### config.mk
export PLATFORM = sky130hd
export DESIGN_NAME = rgb_input_logic_flat
export DESIGN_NICKNAME = d
export VERILOG_FILES = /design/src/rtl/rgb_input_logic_if.sv /design/src/rtl/rgb_input_logic.sv /design/src/flat_wrapper.sv
export SDC_FILE = /design/constraint.sdc
export NUM_CORES = 1
export LEC_CHECK = 0
export BUFFER_PORTS_ARGS = -buffer_cell sky130_fd_sc_hd__buf_2
export CAP_MARGIN = 20
export CELL_PAD_IN_SITES_DETAIL_PLACEMENT = 0
export CELL_PAD_IN_SITES_GLOBAL_PLACEMENT = 1
export CORE_MARGIN = 4
export CORE_UTILIZATION = 30
export DETAILED_ROUTE_END_ITERATION = 6
export GPL_ROUTABILITY_DRIVEN = 0
export HOLD_SLACK_MARGIN = 0.12
export PLACE_DENSITY = 0.66
export SYNTH_ARGS = -nofsm -noshare
export SYNTH_HDL_FRONTEND = slang
export SYNTH_SLANG_ARGS = --single-unit
### constraint.sdc
create_clock -name rgb_clk -period 2.2 [get_ports rgb_clk]
set_input_delay 0.22 -clock rgb_clk [delete_from_list [all_inputs] [get_ports rgb_clk]]
set_output_delay 0.22 -clock rgb_clk [all_outputs]
set_load 0.1 [all_outputs]
### src/rtl/rgb_input_logic_if.sv
// Bundles the parallel RGB input stream and the RAM-write / frame-measurement outputs of rgb_input_logic.
// The master modport is the pixel source and the slave modport is the capture block.
interface rgb_input_logic_if #(
    parameter int CHANNEL_COUNT = 3,
    parameter int BATCH_SIZE    = 4,
    parameter int BLOCK_DEPTH   = 480,
    parameter int MAX_WIDTH     = 64,
    parameter int MAX_HEIGHT    = 64
);
    localparam int AW = $clog2(BLOCK_DEPTH);
    localparam int WW = $clog2(MAX_WIDTH);
    localparam int HW = $clog2(MAX_HEIGHT);

    logic                                     rgb_de;
    logic                                     rgb_hs;
    logic                                     rgb_vs;
    logic [CHANNEL_COUNT-1:0][7:0]            rgb_color;
    logic [CHANNEL_COUNT-1:0][8*BATCH_SIZE-1:0] data_distributed;
    logic [CHANNEL_COUNT-1:0][AW-1:0]         address_distributed;
    logic                                     clk_distributed;
    logic [WW-1:0]                            image_width;
    logic [HW-1:0]                            image_height;
    logic                                     image_valid;

    modport master (
        output rgb_de, rgb_hs, rgb_vs, rgb_color,
        input  data_distributed, address_distributed, clk_distributed,
        input  image_width, image_height, image_valid
    );

    modport slave (
        input  rgb_de, rgb_hs, rgb_vs, rgb_color,
        output data_distributed, address_distributed, clk_distributed,
        output image_width, image_height, image_valid
    );
endinterface

### src/rtl/rgb_input_logic.sv
// Captures the parallel RGB stream: packs BATCH_SIZE pixels per channel into RAM words and measures frame size.
// Define RGB_INPUT_PARTIAL_FLUSH_EN to emit zero-padded partial words at line end instead of dropping them.
module rgb_input_logic #(
    parameter int CHANNEL_COUNT = 3,
    parameter int BATCH_SIZE    = 4,
    parameter int BLOCK_WIDTH   = 32,
    parameter int BLOCK_DEPTH   = 480,
    parameter int MAX_WIDTH     = 64,
    parameter int MAX_HEIGHT    = 64
) (
    input  logic             rgb_clk,
    input  logic             rst_n,
    rgb_input_logic_if.slave bus
);
    localparam int AW     = $clog2(BLOCK_DEPTH);
    localparam int WW     = $clog2(MAX_WIDTH);
    localparam int HW     = $clog2(MAX_HEIGHT);
    localparam int FW     = (BATCH_SIZE > 1) ? $clog2(BATCH_SIZE) : 1;
    localparam int WORD_W = 8 * BATCH_SIZE;

    generate
        if (BLOCK_WIDTH != 8 * BATCH_SIZE) begin : g_width_check
            $error("rgb_input_logic: BLOCK_WIDTH must equal 8*BATCH_SIZE");
        end
    endgenerate

    logic                                de_q, hs_q, vs_q;
    logic [FW-1:0]                       fill_idx;
    logic [CHANNEL_COUNT-1:0][WORD_W-1:0] pack_word, batch_word, emit_word;
    logic [AW-1:0]                       wr_ptr;
    logic                                write_pending;
    logic [WW-1:0]                       pix_cnt, pix_inc, ref_width, width_upd;
    logic [HW-1:0]                       line_cnt, line_cnt_upd;
    logic                                err, err_upd;
    logic                                hs_fall, vs_fall, de_fall, line_end;
    logic                                batch_done, flush, emit, pix_sat, frame_ok;

    assign hs_fall    = hs_q & ~bus.rgb_hs;
    assign vs_fall    = vs_q & ~bus.rgb_vs;
    assign de_fall    = de_q & ~bus.rgb_de;
    // A VS arriving mid-line closes that line on the same edge.
    assign line_end   = de_fall | (vs_fall & bus.rgb_de);
    assign batch_done = bus.rgb_de && (fill_idx == FW'(BATCH_SIZE - 1));

`ifdef RGB_INPUT_PARTIAL_FLUSH_EN
    assign flush = de_fall && (fill_idx != '0);
`else
    assign flush = 1'b0;
`endif

    assign emit = batch_done | flush;

    always_comb begin
        batch_word = pack_word;
        for (int c = 0; c < CHANNEL_COUNT; c++) begin
            batch_word[c][8*int'(fill_idx) +: 8] = bus.rgb_color[c];
        end
        emit_word = batch_done ? batch_word : pack_word;
    end

    // Frame measurement as it would stand after this edge, so VS can publish it directly.
    always_comb begin
        pix_inc      = pix_cnt;
        pix_sat      = 1'b0;
        if (bus.rgb_de) begin
            pix_inc = (pix_cnt == WW'(MAX_WIDTH - 1)) ? pix_cnt : pix_cnt + WW'(1);
            pix_sat = (pix_inc == WW'(MAX_WIDTH - 1));
        end
        width_upd    = ref_width;
        line_cnt_upd = line_cnt;
        err_upd      = err | pix_sat;
        if (line_end) begin
            line_cnt_upd = (line_cnt == HW'(MAX_HEIGHT - 1)) ? line_cnt : line_cnt + HW'(1);
            if (line_cnt == '0) begin
                width_upd = pix_inc;
            end else if (pix_inc != ref_width) begin
                err_upd = 1'b1;
            end
            if (line_cnt_upd == HW'(MAX_HEIGHT - 1)) begin
                err_upd = 1'b1;
            end
        end
        frame_ok = (width_upd != '0) && (line_cnt_upd != '0) && !err_upd &&
                   ((int'(width_upd) % BATCH_SIZE) == 0);
    end

    always_ff @(posedge rgb_clk or negedge rst_n) begin
        if (!rst_n) begin
            de_q                    <= 1'b0;
            hs_q                    <= 1'b0;
            vs_q                    <= 1'b0;
            fill_idx                <= '0;
            pack_word               <= '0;
            wr_ptr                  <= '0;
            write_pending           <= 1'b0;
            pix_cnt                 <= '0;
            ref_width               <= '0;
            line_cnt                <= '0;
            err                     <= 1'b0;
            bus.data_distributed    <= '0;
            bus.address_distributed <= '0;
            bus.clk_distributed     <= 1'b0;
            bus.image_width         <= '0;
            bus.image_height        <= '0;
            bus.image_valid         <= 1'b0;
        end else begin
            de_q <= bus.rgb_de;
            hs_q <= bus.rgb_hs;
            vs_q <= bus.rgb_vs;

            // Any batch boundary (write, HS, line end) restarts with all lanes zero.
            if (emit || hs_fall || de_fall) begin
                fill_idx  <= '0;
                pack_word <= '0;
            end else if (bus.rgb_de) begin
                fill_idx  <= fill_idx + FW'(1);
                pack_word <= batch_word;
            end

            if (emit) begin
                bus.data_distributed <= emit_word;
                for (int c = 0; c < CHANNEL_COUNT; c++) begin
                    bus.address_distributed[c] <= wr_ptr;
                end
            end
            write_pending       <= emit;
            bus.clk_distributed <= write_pending;

            if (vs_fall) begin
                wr_ptr <= '0;
            end else if (emit) begin
                wr_ptr <= (wr_ptr == AW'(BLOCK_DEPTH - 1)) ? '0 : wr_ptr + AW'(1);
            end

            pix_cnt <= (line_end || hs_fall) ? '0 : pix_inc;

            if (vs_fall) begin
                bus.image_width  <= width_upd;
                bus.image_height <= line_cnt_upd;
                bus.image_valid  <= frame_ok;
                line_cnt         <= '0;
                ref_width        <= '0;
                err              <= 1'b0;
            end else begin
                line_cnt  <= line_cnt_upd;
                ref_width <= width_upd;
                err       <= err_upd;
            end
        end
    end
endmodule

### src/flat_wrapper.sv
// flat-port wrapper written by rule: the top's interface ports become plain ports
module rgb_input_logic_flat 
#(
    parameter int CHANNEL_COUNT = 3,
    parameter int BATCH_SIZE    = 4,
    parameter int BLOCK_WIDTH   = 32,
    parameter int BLOCK_DEPTH   = 480,
    parameter int MAX_WIDTH     = 64,
    parameter int MAX_HEIGHT    = 64
)
  (rgb_clk, rst_n, bus_rgb_de, bus_rgb_hs, bus_rgb_vs, bus_rgb_color, bus_data_distributed, bus_address_distributed, bus_clk_distributed, bus_image_width, bus_image_height, bus_image_valid);
  rgb_input_logic_if #(.CHANNEL_COUNT(CHANNEL_COUNT), .BATCH_SIZE(BATCH_SIZE), .BLOCK_DEPTH(BLOCK_DEPTH), .MAX_WIDTH(MAX_WIDTH), .MAX_HEIGHT(MAX_HEIGHT)) bus_i ();
  input  logic rgb_clk;
  input  logic rst_n;
  input wire logic [$bits(bus_i.rgb_de)-1:0] bus_rgb_de;
  input wire logic [$bits(bus_i.rgb_hs)-1:0] bus_rgb_hs;
  input wire logic [$bits(bus_i.rgb_vs)-1:0] bus_rgb_vs;
  input wire logic [$bits(bus_i.rgb_color)-1:0] bus_rgb_color;
  output wire logic [$bits(bus_i.data_distributed)-1:0] bus_data_distributed;
  output wire logic [$bits(bus_i.address_distributed)-1:0] bus_address_distributed;
  output wire logic [$bits(bus_i.clk_distributed)-1:0] bus_clk_distributed;
  output wire logic [$bits(bus_i.image_width)-1:0] bus_image_width;
  output wire logic [$bits(bus_i.image_height)-1:0] bus_image_height;
  output wire logic [$bits(bus_i.image_valid)-1:0] bus_image_valid;
  assign bus_i.rgb_de = bus_rgb_de;
  assign bus_i.rgb_hs = bus_rgb_hs;
  assign bus_i.rgb_vs = bus_rgb_vs;
  assign bus_i.rgb_color = bus_rgb_color;
  assign bus_data_distributed = bus_i.data_distributed;
  assign bus_address_distributed = bus_i.address_distributed;
  assign bus_clk_distributed = bus_i.clk_distributed;
  assign bus_image_width = bus_i.image_width;
  assign bus_image_height = bus_i.image_height;
  assign bus_image_valid = bus_i.image_valid;
  rgb_input_logic #(.CHANNEL_COUNT(CHANNEL_COUNT), .BATCH_SIZE(BATCH_SIZE), .BLOCK_WIDTH(BLOCK_WIDTH), .BLOCK_DEPTH(BLOCK_DEPTH), .MAX_WIDTH(MAX_WIDTH), .MAX_HEIGHT(MAX_HEIGHT)) u_core (.rgb_clk(rgb_clk), .rst_n(rst_n), .bus(bus_i));
endmodule
==> out/metrics.sh, run 1 <==
WORST_SLEW_MARGIN_REL=0.626
SETUP.WORST_PATH.CLASS='reg2reg'
REMAINING_DRC_ERRORS=0
PRE_CTS_SLACK_NS=-0.0171
COMBPWRFRAC=0.467
SWITCHING_POWER_W=0.00976
TIMING.CRITICAL_PATH.CELLS='ha_2, and4_4, or3_1, a31o_1, nor4_4, o2111ai_2, o41ai_2'
SYNTHESIS.INSTANCES=919
FILL_CELLS=3167
CRITICAL-PATH-TOP-DELAY-FAMILY='simple AND/OR/NAND/NOR gates'
WL_FINAL_MM=29.7
NUMBER_OF_STORAGE_ELEMENTS_IN_THE_SYNTHESIS_NETLIST=225
NUM_VIAS=7995
IRDROPWORSTVDD_uV=1140
POWER_PER_CELL_AREA_nW_PER_UM2=1510
DETAIL_ROUTE.ITER0.VIOLATIONS=530
GRT_SETUP_UNREPAIRED='true'
SLEW_VIOLATIONS=0
GRT_REMAINING_OVERFLOW=0
SETUP_VIOL_COUNT_FINAL=0
WORST_SETUP_HOLD_PATH_CLK_SLEW_NS=0.06
GRT_PASS1_VIAS=8084
SYN_NETS=957
FINAL-HOLD-VIOLATION-COUNT=0
POSTLAYOUTSETUPSLACKWORST_NS=0.00581
DRTPASS1ITERATIONS=5
YS_WARN_COUNT=0
MAPPEDNETLISTAREA_UM2=9790
ANTENNA_VIOLATIONS_BEFORE_REPAIR=0
MET2_WIRELENGTH_MM=13.7
POSTSYNTH.ASYNCRESETSHARE=1.00
DP_HPWL_MM=19.5
CLK_ROOT_BUFFER_CELL='sky130_fd_sc_hd__clkbuf_16'
DRV.MAX_CAP_VIOLATION_COUNT=0
ANTENNA_DIODE_COUNT=0
CLOCK_TREE.HTREE_LEVEL_COUNT=1
COREAREA_UM2=31900
P_SW_FRAC=0.515
CTS_TREE='yes'
CLOCK-SKEW-FINAL_NS=0.0226
DIE_HEIGHT_UM=189
WL_MET1_MM=13.8
START_KIND='flip-flop'
YOSYS_MOST_USED_DFF='sky130_fd_sc_hd__dfrtp_1'
GRT_USE_TOTAL=0.164
POST_CTS.REPAIR.SETUP_BUFFERS=0
MAX_SLEW.WORST_PIN.SLEW_NS=0.564
ANTENNA_LEFT=0
CP_MAX_FO=2
TIMING.CRITICAL_PATH.REQUIRED_NS=2.62
TOP_ROUTING_LAYER_IN_USE='met4'
AVERAGE_FOOTPRINT_OF_A_SYNTHESIZED_CELL_UM2=10.7
FLOW.AREA_GROWTH_FROM_SYNTHESIS_PCT=28.5
IO_BUFFER_COUNT=165
FMAX_GHz=0.456
CTS.SINK_COUNT=225
RUN_STATUS='finished clean'
SYNTH_EDF_COUNT=0
LAYOUT.CELLS.NON_FILLER=1557
FIRST_PASS_GRT_WIRE_LENGTH_MM=47.3
DPL.CELL_COUNT=1485
EFFECTIVE_UTILIZATION_AT_FLOORPLAN=0.307
WL_PER_CELL_UM=19.1
POST_DRT_VIA_CELL_RATIO=5.13
NUM_ROWS=65
WORSTSKEWPAIRLATENCY_NS=0.54
LAYOUT-DRIVE-GT1-SHARE=0.256
FINALNETCOUNT=1143
POWER_FRAC_CLOCK=0.239
TIMING.FINAL.CRIT_SHARE=0.997
MIN_PATH_TYPE='in2async'
MAX_STAGE_DELAY_NS=0.39
SYNTH_SEQ_AREA_SHARE=0.575
MET3ROUTEDLENGTH_MM=1.51
ENDPOINT_CLASS_OF_THE_CRITICAL_PATH='flip-flop'
NUMCTSBUFFERS=26
LEAKAGE_nW=6.06
GRT_MAX_DEGREE=80
CRIT_BUF_INV=0
WORST_PATH_MAX_DELAY_CELL='sky130_fd_sc_hd__dfrtp_1'
FINAL_PERIOD_MINUS_WORST_SETUP_SLACK_NS=2.19
CTS_BUFFER_DEPTH=3
DIE_W_UM=189
CRITPATHARRIVALTIME_NS=2.61
NUM_IO_PINS=166
YOSYSUNIQUECELLTYPES=57
P_SEQ_FRAC=0.295
DIE_AREA_UM2=35600
CELLINTERNALPOWER_W=0.00921
[synth_stat cells (2+ instances only)]
cell type	count	area share
sky130_fd_sc_hd__o22ai_1	5	0.0032
sky130_fd_sc_hd__nor3_1	4	0.0020
sky130_fd_sc_hd__buf_2	9	0.0046
sky130_fd_sc_hd__a21o_1	2	0.0015
sky130_fd_sc_hd__inv_1	12	0.0046
sky130_fd_sc_hd__o2111ai_1	2	0.0018
sky130_fd_sc_hd__o41ai_2	2	0.0033
sky130_fd_sc_hd__nand2b_1	9	0.0058
sky130_fd_sc_hd__o31ai_1	5	0.0038
sky130_fd_sc_hd__nor2b_1	11	0.0070
sky130_fd_sc_hd__nand2_1	65	0.025
sky130_fd_sc_hd__ha_1	9	0.012
sky130_fd_sc_hd__xnor2_1	3	0.0027
sky130_fd_sc_hd__or3_1	2	0.0013
sky130_fd_sc_hd__and3_1	3	0.0019
sky130_fd_sc_hd__buf_4	20	0.015
sky130_fd_sc_hd__or4_1	2	0.0015
sky130_fd_sc_hd__nand3b_1	3	0.0023
sky130_fd_sc_hd__nor4_2	3	0.0038
sky130_fd_sc_hd__nor4_1	6	0.0038
sky130_fd_sc_hd__xor2_1	4	0.0036
sky130_fd_sc_hd__nand3_1	16	0.0082
sky130_fd_sc_hd__mux2i_1	12	0.012
sky130_fd_sc_hd__dfrtp_1	225	0.58
sky130_fd_sc_hd__o21bai_1	2	0.0015
sky130_fd_sc_hd__a21oi_1	14	0.0072
sky130_fd_sc_hd__and3b_1	3	0.0027
sky130_fd_sc_hd__clkbuf_1	55	0.021
sky130_fd_sc_hd__o21ai_0	32	0.016
sky130_fd_sc_hd__nand4_1	7	0.0045
sky130_fd_sc_hd__a22o_1	96	0.086
sky130_fd_sc_hd__nor2_1	180	0.069
sky130_fd_sc_hd__a221oi_1	72	0.064
[flip-flops by register name, summed over array words and instances (netlist names), 2 cells and up]
register and cells:
u_core.line_cnt 6, u_core.bus.image_width 6, u_core.bus.image_height 6, u_core.wr_ptr 9, u_core.pack_word 72, u_core.fill_idx 2, u_core.bus.data_distributed 96, u_core.pix_cnt 6
u_core.ref_width 6, u_core.bus.address_distributed 9
[per-layer routing]
metal,GRT usage,up-vias
li1,-,3701
met1,0.232,4027
met2,0.263,217
met3,0.0309,50
met4,0.0348,0
met5,0,-
[power by group through the flow]
stage | combinational [W] | sequential, W | clock (W)
global route | 0.00924 | 0.00571 | 0.00483
floorplan | 0.00151 | 0.0111 | 0
detailed placement | 0.00887 | 0.00565 | 0
finish | 0.00885 | 0.00559 | 0.00453
CTS | 0.00892 | 0.00560 | 0.00466
global placement | 0.00883 | 0.00564 | 0
[cells in the final DEF (no fill, tap or decap), types with 3 or more instances in the layout]
cell and instances:
sky130_fd_sc_hd__dfrtp_1 225, sky130_fd_sc_hd__nor2_1 180, sky130_fd_sc_hd__buf_2 164, sky130_fd_sc_hd__a22o_1 96, sky130_fd_sc_hd__a221oi_1 72, sky130_fd_sc_hd__nand2_1 64, sky130_fd_sc_hd__buf_4 38, sky130_fd_sc_hd__o21ai_0 32
sky130_fd_sc_hd__dlygate4sd3_1 27, sky130_fd_sc_hd__clkbuf_16 26, sky130_fd_sc_hd__nand3_1 16, sky130_fd_sc_hd__a21oi_1 14, sky130_fd_sc_hd__buf_12 13, sky130_fd_sc_hd__mux2i_1 12, sky130_fd_sc_hd__inv_1 11, sky130_fd_sc_hd__nand2b_1 9
sky130_fd_sc_hd__nor2b_1 8, sky130_fd_sc_hd__ha_1 8, sky130_fd_sc_hd__nand4_1 7, sky130_fd_sc_hd__clkinv_2 5, sky130_fd_sc_hd__nor4_1 5, sky130_fd_sc_hd__o31ai_1 5, sky130_fd_sc_hd__nor3_1 4, sky130_fd_sc_hd__xor2_1 4
sky130_fd_sc_hd__clkbuf_8 4, sky130_fd_sc_hd__bufinv_16 4, sky130_fd_sc_hd__and3b_1 3, sky130_fd_sc_hd__and3_1 3, sky130_fd_sc_hd__nor4_4 3, sky130_fd_sc_hd__nand3b_1 3, sky130_fd_sc_hd__nor2b_2 3, sky130_fd_sc_hd__clkinvlp_4 3
[repair_timing]
action / 4_1_cts / 5_1_grt
hold buffers: 27 / 0
pin swaps: 1 / 1
endpoints found under the setup margin: 1 / 1
resized for setup: 2 / 3
hold endpoints to repair: 387 / 0
[final timing paths]
kind                                      start                         endpoint  slack, ns  cells after the start
hold / removal                            rst_n  u_core.bus.data_distributed[75]       0.13                      2
min in group rgb_clk                 bus_rgb_de                      u_core.de_q       0.18                      2
hold reg to reg            u_core.write_pending       u_core.bus.clk_distributed       0.35                      0
setup / recovery              u_core.pix_cnt[0]           u_core.bus.image_valid      0.006                      7
setup reg to reg              u_core.pix_cnt[0]           u_core.bus.image_valid      0.006                      7
max in group asynchronous                 rst_n                 u_core.wr_ptr[7]       1.31                      3
[kinds of logic (layout without fill, tap and decap cells)]
kind of cell | Yosys count | in the layout | synth area share
simple gates | 322 | 322 | 0.145
compound gates | 244 | 244 | 0.201
flops | 225 | 225 | 0.575
buf+inv | 99 | 302 | 0.0475
mux | 13 | 13 | 0.0134
fa+ha+maj | 9 | 9 | 0.0115
xor+xnor | 7 | 7 | 0.00626
[layout make-up]
cell class	count	area, µm²	area share
tap	435	544	0.0433
multi-input combinational	595	3780	0.301
clock inverter	14	196	0.0156
sequential	225	5630	0.448
timing repair buffer	244	1660	0.132
clock buffer	31	709	0.0564
inverter	13	50.0	0.00398
[metrics by stage]
stage / TNS (ns) / total power [W] / util / area, µm² / hold slack [ns]
floorplan: 0 / 0.0126 / - / 9790 / -0.0756
global placement: 0 / 0.0145 / 0.357 / 11400 / 0.110
detailed placement: -0.0171 / 0.0145 / 0.357 / 11400 / 0.109
CTS: 0 / 0.0192 / 0.394 / 12600 / 0.124
global route: -0.0975 / 0.0198 / 0.395 / 12600 / 0.152
finish: 0 / 0.0190 / 0.395 / 12600 / 0.134
Power figures use the tool's default switching activity.
==> run 2, diff against run 1 <==
- ABC_AREA: default -> 1
- PLACE_DENSITY: 0.66 -> 0.68
==> run 2 against run 1 <==
Maximum frequency up 8.9%. Area after synthesis up 4.7%. Synthesized cell count increased by 29%. Critical endpoint is now u_core.pack_word[11]. Final area hardly changed. Clock skew decreased by 0.0020 ns. Clock power down 3%. Count of clock-buffer cells in the layout grew 13.
==> out/metrics.sh, run 2 <==
POST_CTS.REPAIR.SETUP_BUFFERS=0
WORST_PATH_MAX_DELAY_CELL='sky130_fd_sc_hd__dfrtp_1'
ANTENNA_VIOLATIONS_BEFORE_REPAIR=1
CLOCK-SKEW-FINAL_NS=0.0207
DIE_AREA_UM2=37200
WL_PER_CELL_UM=16.1
YOSYSUNIQUECELLTYPES=37
SETUP-TNS-FINAL_NS=0
IRDROPWORSTVDD_uV=808
CP_MAX_FO=10
SETUP.WORST_PATH.CLASS='reg2reg'
GRT_USE_TOTAL=0.155
LARGEST_REGISTER_FFS=96
MOST_FREQUENT_CELL_AFTER_SYNTHESIS='sky130_fd_sc_hd__nand2_1'
FINAL_PERIOD_MINUS_WORST_SETUP_SLACK_NS=2.01
REMAINING_DRC_ERRORS=0
LAYOUT_COMMONEST_CELL='sky130_fd_sc_hd__nand2_1'
FIRST_PASS_GRT_WIRE_LENGTH_MM=46.3
NUM_ROWS=67
WORST_SETUP_HOLD_PATH_CLK_SLEW_NS=0.06
REGISTERS.TOP_BY_FF_COUNT='u_core.bus.data_distributed'
RUN_STATUS='finished clean'
MAPPEDNETLISTAREA_UM2=10300
ANTENNA_LEFT=0
SYNTH_SEQ_AREA_SHARE=0.549
CLK_ROOT_BUFFER_CELL='sky130_fd_sc_hd__clkbuf_16'
LAYOUT-DRIVE-GT1-SHARE=0.194
DIE_W_UM=193
FLOW.AREA_GROWTH_FROM_SYNTHESIS_PCT=22.8
GRT_SETUP_UNREPAIRED='false'
DP_HPWL_MM=19.8
ANTENNA_DIODE_COUNT=0
CTS_BUFFER_DEPTH=3
CTS.HOLD.BUFFERS_ADDED=16
SYNTHESIS.INSTANCES=1181
TIMING.CRITICAL_PATH.REQUIRED_NS=2.64
POST_SYNTH_MOST_FREQUENT_CELLS='sky130_fd_sc_hd__nand2_1, sky130_fd_sc_hd__dfrtp_1, sky130_fd_sc_hd__inv_1'
WL_FINAL_MM=29.1
FRACTION_OF_SYNTHESIZED_CELL_AREA_TAKEN_BY_THE_TOP_AREA_CELL_TYPE=0.549
DPL.CELL_COUNT=1746
NUM_IO_PINS=166
LEAKAGE_nW=6.06
EFFECTIVE_UTILIZATION_AT_FLOORPLAN=0.305
POST_DRT_VIA_CELL_RATIO=4.64
DRV.MAX_CAP_VIOLATION_COUNT=0
YOSYS_MOST_USED_DFF='sky130_fd_sc_hd__dfrtp_1'
GRT_MAX_DEGREE=149
GRT_PASS1_VIAS=8177
NUM_VIAS=8402
SYNTH_EDF_COUNT=0
ENDPOINT_CLASS_OF_THE_CRITICAL_PATH='flip-flop'
DIE_HEIGHT_UM=193
YS_WARN_COUNT=0
SYNTH_LARGEST_AREA_CELL='sky130_fd_sc_hd__dfrtp_1'
DETAIL_ROUTE.ITER0.VIOLATIONS=500
CTS_TREE='yes'
SETUP_VIOL_COUNT_FINAL=0
DRTPASS1ITERATIONS=5
NUMBER_OF_STORAGE_ELEMENTS_IN_THE_SYNTHESIS_NETLIST=225
BIGGESTREGSBYFLOPS='u_core.bus.data_distributed (96), u_core.pack_word (72)'
FINAL-HOLD-VIOLATION-COUNT=0
IO_BUFFER_COUNT=165
CRITPATHARRIVALTIME_NS=2.46
FINALNETCOUNT=1381
LAYOUT.CELLS.NON_FILLER=1811
LAYOUT.CELLS.MOST_COMMON_LIST='sky130_fd_sc_hd__nand2_1, sky130_fd_sc_hd__dfrtp_1, sky130_fd_sc_hd__inv_1'
SYNTH.TOP_CELLS.BY_AREA='sky130_fd_sc_hd__dfrtp_1, sky130_fd_sc_hd__nand2_1, sky130_fd_sc_hd__o22ai_1, sky130_fd_sc_hd__inv_1, sky130_fd_sc_hd__o21ai_0'
AVERAGE_FOOTPRINT_OF_A_SYNTHESIZED_CELL_UM2=8.68
NUMCTSBUFFERS=27
START_KIND='flip-flop'
FMAX_GHz=0.496
COREAREA_UM2=33600
CRITICAL_PATH.MOST_COMMON_CELL='sky130_fd_sc_hd__nand2_1'
CLOCK_TREE.HTREE_LEVEL_COUNT=1
TIMING.FINAL.CRIT_SHARE=0.916
MIN_PATH_TYPE='in2reg'
TIMING.CRITICAL_PATH.CELLS='inv_1, ha_1, nand2_1, nor2_1, clkinv_1, o22ai_1, nand2_1, o21ai_0'
WORSTSKEWPAIRLATENCY_NS=0.54
MAX_SLEW.WORST_PIN.SLEW_NS=0.624
CTS_RESIZED=0
POSTSYNTH.ASYNCRESETSHARE=1.00
WORST_SLEW_MARGIN_REL=0.583
SYN_NETS=1219
MAX_STAGE_DELAY_NS=0.41
GRT_REMAINING_OVERFLOW=0
CTS.SINK_COUNT=225
POWER_PER_CELL_AREA_nW_PER_UM2=1050
SLEW_VIOLATIONS=0
[run 2: cell types whose count changed after synthesis, sizes merged, moves of 10 or more]
cell	delta
clkbuf	-19
nor2	-124
a221oi	-73
nand3	+23
o21ai	+69
buf	+10
o22ai	+133
o31ai	+19
nand2	+178
nor2b	-11
a22o	-96
mux2i	-12
inv	+211
[run 2: critical path: cells and delay by family (launching register included)]
| kind | cells | cell delay [ns] |
|---|---|---|
| buffers and inverters | 2 | 0.50 |
| AOI/OAI and AO/OA | 2 | 0.42 |
| DFF | 1 | 0.41 |
| adders and majority gates | 1 | 0.35 |
| and+or+nand+nor | 3 | 0.24 |
[run 2: final timing paths]
check,startpoint,slack [ns],to,cells past startpoint
worst max-delay path,u_core.fill_idx[0],0.19,u_core.pack_word[11],8
worst min-delay path,bus_rgb_color[8],0.14,u_core.bus.data_distributed[56],5
worst max register to register,u_core.fill_idx[0],0.19,u_core.pack_word[11],8
worst min register to register,u_core.write_pending,0.35,u_core.bus.clk_distributed,0
max in group asynchronous,rst_n,0.93,u_core.pack_word[54],3
min in group asynchronous,rst_n,0.28,u_core.pack_word[73],3
[run 2: metal layers]
layer / global-route usage / share of wire / vias to the layer above
met4: 0.0472 / 0.031 / 2
met2: 0.233 / 0.43 / 228
met3: 0.0336 / 0.062 / 63
li1: - / - / 4143
met5: 0 / 0.00045 / -
met1: 0.225 / 0.47 / 3966
[run 2: kinds of logic after synthesis]
logic type                 synth area share
DFF                                   0.549
buffers and inverters                 0.124
adders and majority gates            0.0110
AOI/OAI and AO/OA                     0.163
and+or+nand+nor                       0.150
xor gates and xnor gates            0.00256
[run 2: through the flow]
stage / worst slack (ns) / util / hold WS [ns] / cell area (µm²) / power, W
after floorplan: 0.475 / - / -0.0756 / 10300 / 0.00809
after global placement: 0.255 / 0.343 / 0.0509 / 11500 / 0.00895
after detailed placement: 0.206 / 0.343 / 0.0522 / 11500 / 0.00896
after CTS: 0.184 / 0.374 / 0.120 / 12600 / 0.0134
after global routing: 0.0183 / 0.374 / 0.156 / 12600 / 0.0139
final: 0.186 / 0.374 / 0.142 / 12600 / 0.0133
[run 2: final cells by class]
class / instances / area (µm²)
Sequential cell: 225 / 5630
Timing Repair Buffer: 210 / 1300
Tap cell: 448 / 561
Inverter: 225 / 845
Clock buffer: 44 / 830
Multi-Input combinational cell: 654 / 3370
Clock inverter: 5 / 53.8
Fill cell: 3471 / 21000
[run 2: power by group]
group	internal [W]	total (W)	leakage, nW	switching (W)
clock	0.00267	0.00438	0.437	0.00171
sequential	0.00451	0.00477	3.07	0.000253
combinational	0.000676	0.00411	2.55	0.00343
total	0.00786	0.0133	6.06	0.00540
==> run 3, diff against run 2 <==
- CORE_UTILIZATION: 30 -> 38
- PLACE_DENSITY: 0.68 -> 0.81
==> run 3 against run 2 <==
Non-clock buffer count decreased by 4. Die area decreased by 20%. Wire length decreased by 5.2%. Final area decreased by 1.3%. Core utilization increased by 9.8 points. Sequential share of layout area increased by 0.60 points. Combinational power about the same. Cell count decreased by 6.5%. Setup slack improved by 0.070 ns. Clock skew decreased by 0.0092 ns. Via count increased by 1.5%. Critical path type unchanged.
==> out/metrics.sh, run 3 (same netlist as run 2, synthesis figures left out) <==
START_KIND='flip-flop'
CTS_BUFFER_DEPTH=3
CTS_TREE='yes'
CP_MAX_FO=10
CLOCK-SKEW-FINAL_NS=0.0115
NUMCTSBUFFERS=26
FMAX_GHz=0.514
CRITICAL_PATH.MOST_COMMON_CELL='sky130_fd_sc_hd__nand2_1'
SETUP.WORST_PATH.CLASS='reg2reg'
DIE_AREA_UM2=29700
IRDROPWORSTVDD_uV=774
TIMING.CRITICAL_PATH.REQUIRED_NS=2.67
POST_CTS.REPAIR.SETUP_BUFFERS=0
DRV.MAX_CAP_VIOLATION_COUNT=0
GRT_MAX_DEGREE=135
POWER_PER_CELL_AREA_nW_PER_UM2=1080
NUM_ROWS=59
GRT_PASS1_VIAS=8105
FINAL_PERIOD_MINUS_WORST_SETUP_SLACK_NS=1.94
REMAINING_DRC_ERRORS=0
GRT_USE_TOTAL=0.186
FINALNETCOUNT=1376
NUM_IO_PINS=166
LEAKAGE_nW=6.05
DETAIL_ROUTE.ITER0.VIOLATIONS=754
ANTENNA_DIODE_COUNT=0
ANTENNA_VIOLATIONS_BEFORE_REPAIR=1
DIE_HEIGHT_UM=172
LAYOUT_COMMONEST_CELL='sky130_fd_sc_hd__nand2_1'
MAX_STAGE_DELAY_NS=0.45
ENDPOINT_CLASS_OF_THE_CRITICAL_PATH='flip-flop'
SLEW_VIOLATIONS=0
NUM_VIAS=8525
WORST_SLEW_MARGIN_REL=0.615
TIMING.CRITICAL_PATH.CELLS='inv_2, ha_1, nand2_1, nor2_1, clkinv_1, o22ai_1, nand2_1, nand2_1'
LAYOUT-DRIVE-GT1-SHARE=0.197
TIMING.FINAL.CRIT_SHARE=0.884
GRT_REMAINING_OVERFLOW=0
ANTENNA_LEFT=0
POST_DRT_VIA_CELL_RATIO=5.04
IO_BUFFER_COUNT=165
DP_HPWL_MM=18.5
SETUP-TNS-FINAL_NS=0
HOLDWS_NS=0.133
REGISTERS.TOP_BY_FF_COUNT='u_core.bus.data_distributed'
BIGGESTREGSBYFLOPS='u_core.bus.data_distributed (96), u_core.pack_word (72)'
CTS.SINK_COUNT=225
WORST_PATH_MAX_DELAY_CELL='sky130_fd_sc_hd__dfrtp_1'
CLOCK_TREE.HTREE_LEVEL_COUNT=1
LARGEST_REGISTER_FFS=96
DIE_W_UM=172
WL_PER_CELL_UM=16.3
CRITICAL-PATH-TOP-DELAY-FAMILY='flip-flops'
LAYOUT.CELLS.MOST_COMMON_LIST='sky130_fd_sc_hd__nand2_1, sky130_fd_sc_hd__dfrtp_1, sky130_fd_sc_hd__inv_1'
WL_FINAL_MM=27.6
EFFECTIVE_UTILIZATION_AT_FLOORPLAN=0.390
FLOW.AREA_GROWTH_FROM_SYNTHESIS_PCT=21.1
GRT_SETUP_UNREPAIRED='false'
WORST_SETUP_HOLD_PATH_CLK_SLEW_NS=0.06
SETUP_VIOL_COUNT_FINAL=0
FILL_CELLS=2526
CLK_ROOT_BUFFER_CELL='sky130_fd_sc_hd__clkbuf_16'
WORSTSKEWPAIRLATENCY_NS=0.54
FIRST_PASS_GRT_WIRE_LENGTH_MM=44.4
CRITPATHARRIVALTIME_NS=2.42
RUN_STATUS='finished clean'
FINAL-HOLD-VIOLATION-COUNT=0
COREAREA_UM2=26300
MIN_PATH_TYPE='in2reg'
DRTPASS1ITERATIONS=5
CRIT_BUF_INV=2
MAX_SLEW.WORST_PIN.SLEW_NS=0.576
run 3: changes by cell type in the layout (fill, tap and decap cells not counted):
| cell | change |
|---|---|
| sky130_fd_sc_hd__clkbuf_16 | -1 |
| sky130_fd_sc_hd__clkinvlp_4 | +3 |
| sky130_fd_sc_hd__buf_4 | -2 |
| sky130_fd_sc_hd__buf_12 | -1 |
| sky130_fd_sc_hd__bufinv_16 | +3 |
| sky130_fd_sc_hd__clkbuf_1 | -6 |
| sky130_fd_sc_hd__clkbuf_8 | -7 |
| sky130_fd_sc_hd__clkinv_4 | +1 |
| sky130_fd_sc_hd__inv_2 | +1 |
| sky130_fd_sc_hd__inv_1 | -1 |
| sky130_fd_sc_hd__clkinv_8 | +1 |
| sky130_fd_sc_hd__buf_6 | +1 |
| sky130_fd_sc_hd__dlygate4sd3_1 | -2 |
| sky130_fd_sc_hd__clkinv_2 | +5 |
run 3: timing repair:
item | 4_1_cts | 5_1_grt
hold buffers | 14 | 0
resized for setup | 0 | 2
endpoints found under the hold margin | 95 | 0
endpoints found under the setup margin | 0 | 6
run 3: area by class of cell:
type / instances / area (µm²) / area share
Clock inverter: 18 / 216 / 0.0174
Timing Repair Buffer: 206 / 1260 / 0.101
Tap cell: 335 / 419 / 0.0337
Clock buffer: 30 / 686 / 0.0552
Sequential cell: 225 / 5630 / 0.453
Multi-Input combinational cell: 654 / 3370 / 0.271
Inverter: 225 / 845 / 0.0680
run 3: worst paths after layout:
check / slack (ns) / cells past startpoint / end / startpoint
max in group asynchronous: 1.21 / 3 / u_core.bus.data_distributed[16] / rst_n
worst max register to register: 0.26 / 8 / u_core.bus.data_distributed[9] / u_core.fill_idx[0]
worst max-delay path: 0.26 / 8 / u_core.bus.data_distributed[9] / u_core.fill_idx[0]
worst min register to register: 0.37 / 0 / u_core.bus.clk_distributed / u_core.write_pending
worst min-delay path: 0.13 / 5 / u_core.bus.data_distributed[57] / bus_rgb_color[9]
min in group asynchronous: 0.23 / 2 / u_core.bus.data_distributed[54] / rst_n
run 3: per-layer routing:
layer / GRT usage / vias to the layer above / wire [µm]
met1: 0.274 / 4042 / 12600
met2: 0.276 / 287 / 12200
met4: 0.0615 / 2 / 844
li1: - / 4134 / -
met3: 0.0366 / 60 / 1960
met5: 0 / - / 16
run 3: worst min-delay path, stage by stage:
cell and delay (ns):
sky130_fd_sc_hd__buf_2 0.09, sky130_fd_sc_hd__inv_1 0.12, sky130_fd_sc_hd__nor2_1 0.06, sky130_fd_sc_hd__inv_1 0.07, sky130_fd_sc_hd__o31ai_1 0.06
run 3: per-stage QoR:
stage               total power (W)  area, µm²  worst slack [ns]   util  cells
floorplan                   0.00809      10300             0.475      -   1181
global placement            0.00889      11400             0.289  0.433   1631
detailed placement          0.00891      11400             0.205  0.433   1631
CTS                          0.0135      12400             0.188  0.473   1693
global route                 0.0140      12400            0.0141  0.473   1693
finish                       0.0134      12400             0.256  0.473   1693
run 3: power by group:
group          switching, W  leakage [nW]  internal, W
clock               0.00181         0.441      0.00272
sequential         0.000249          3.07      0.00451
combinational       0.00342          2.53     0.000670
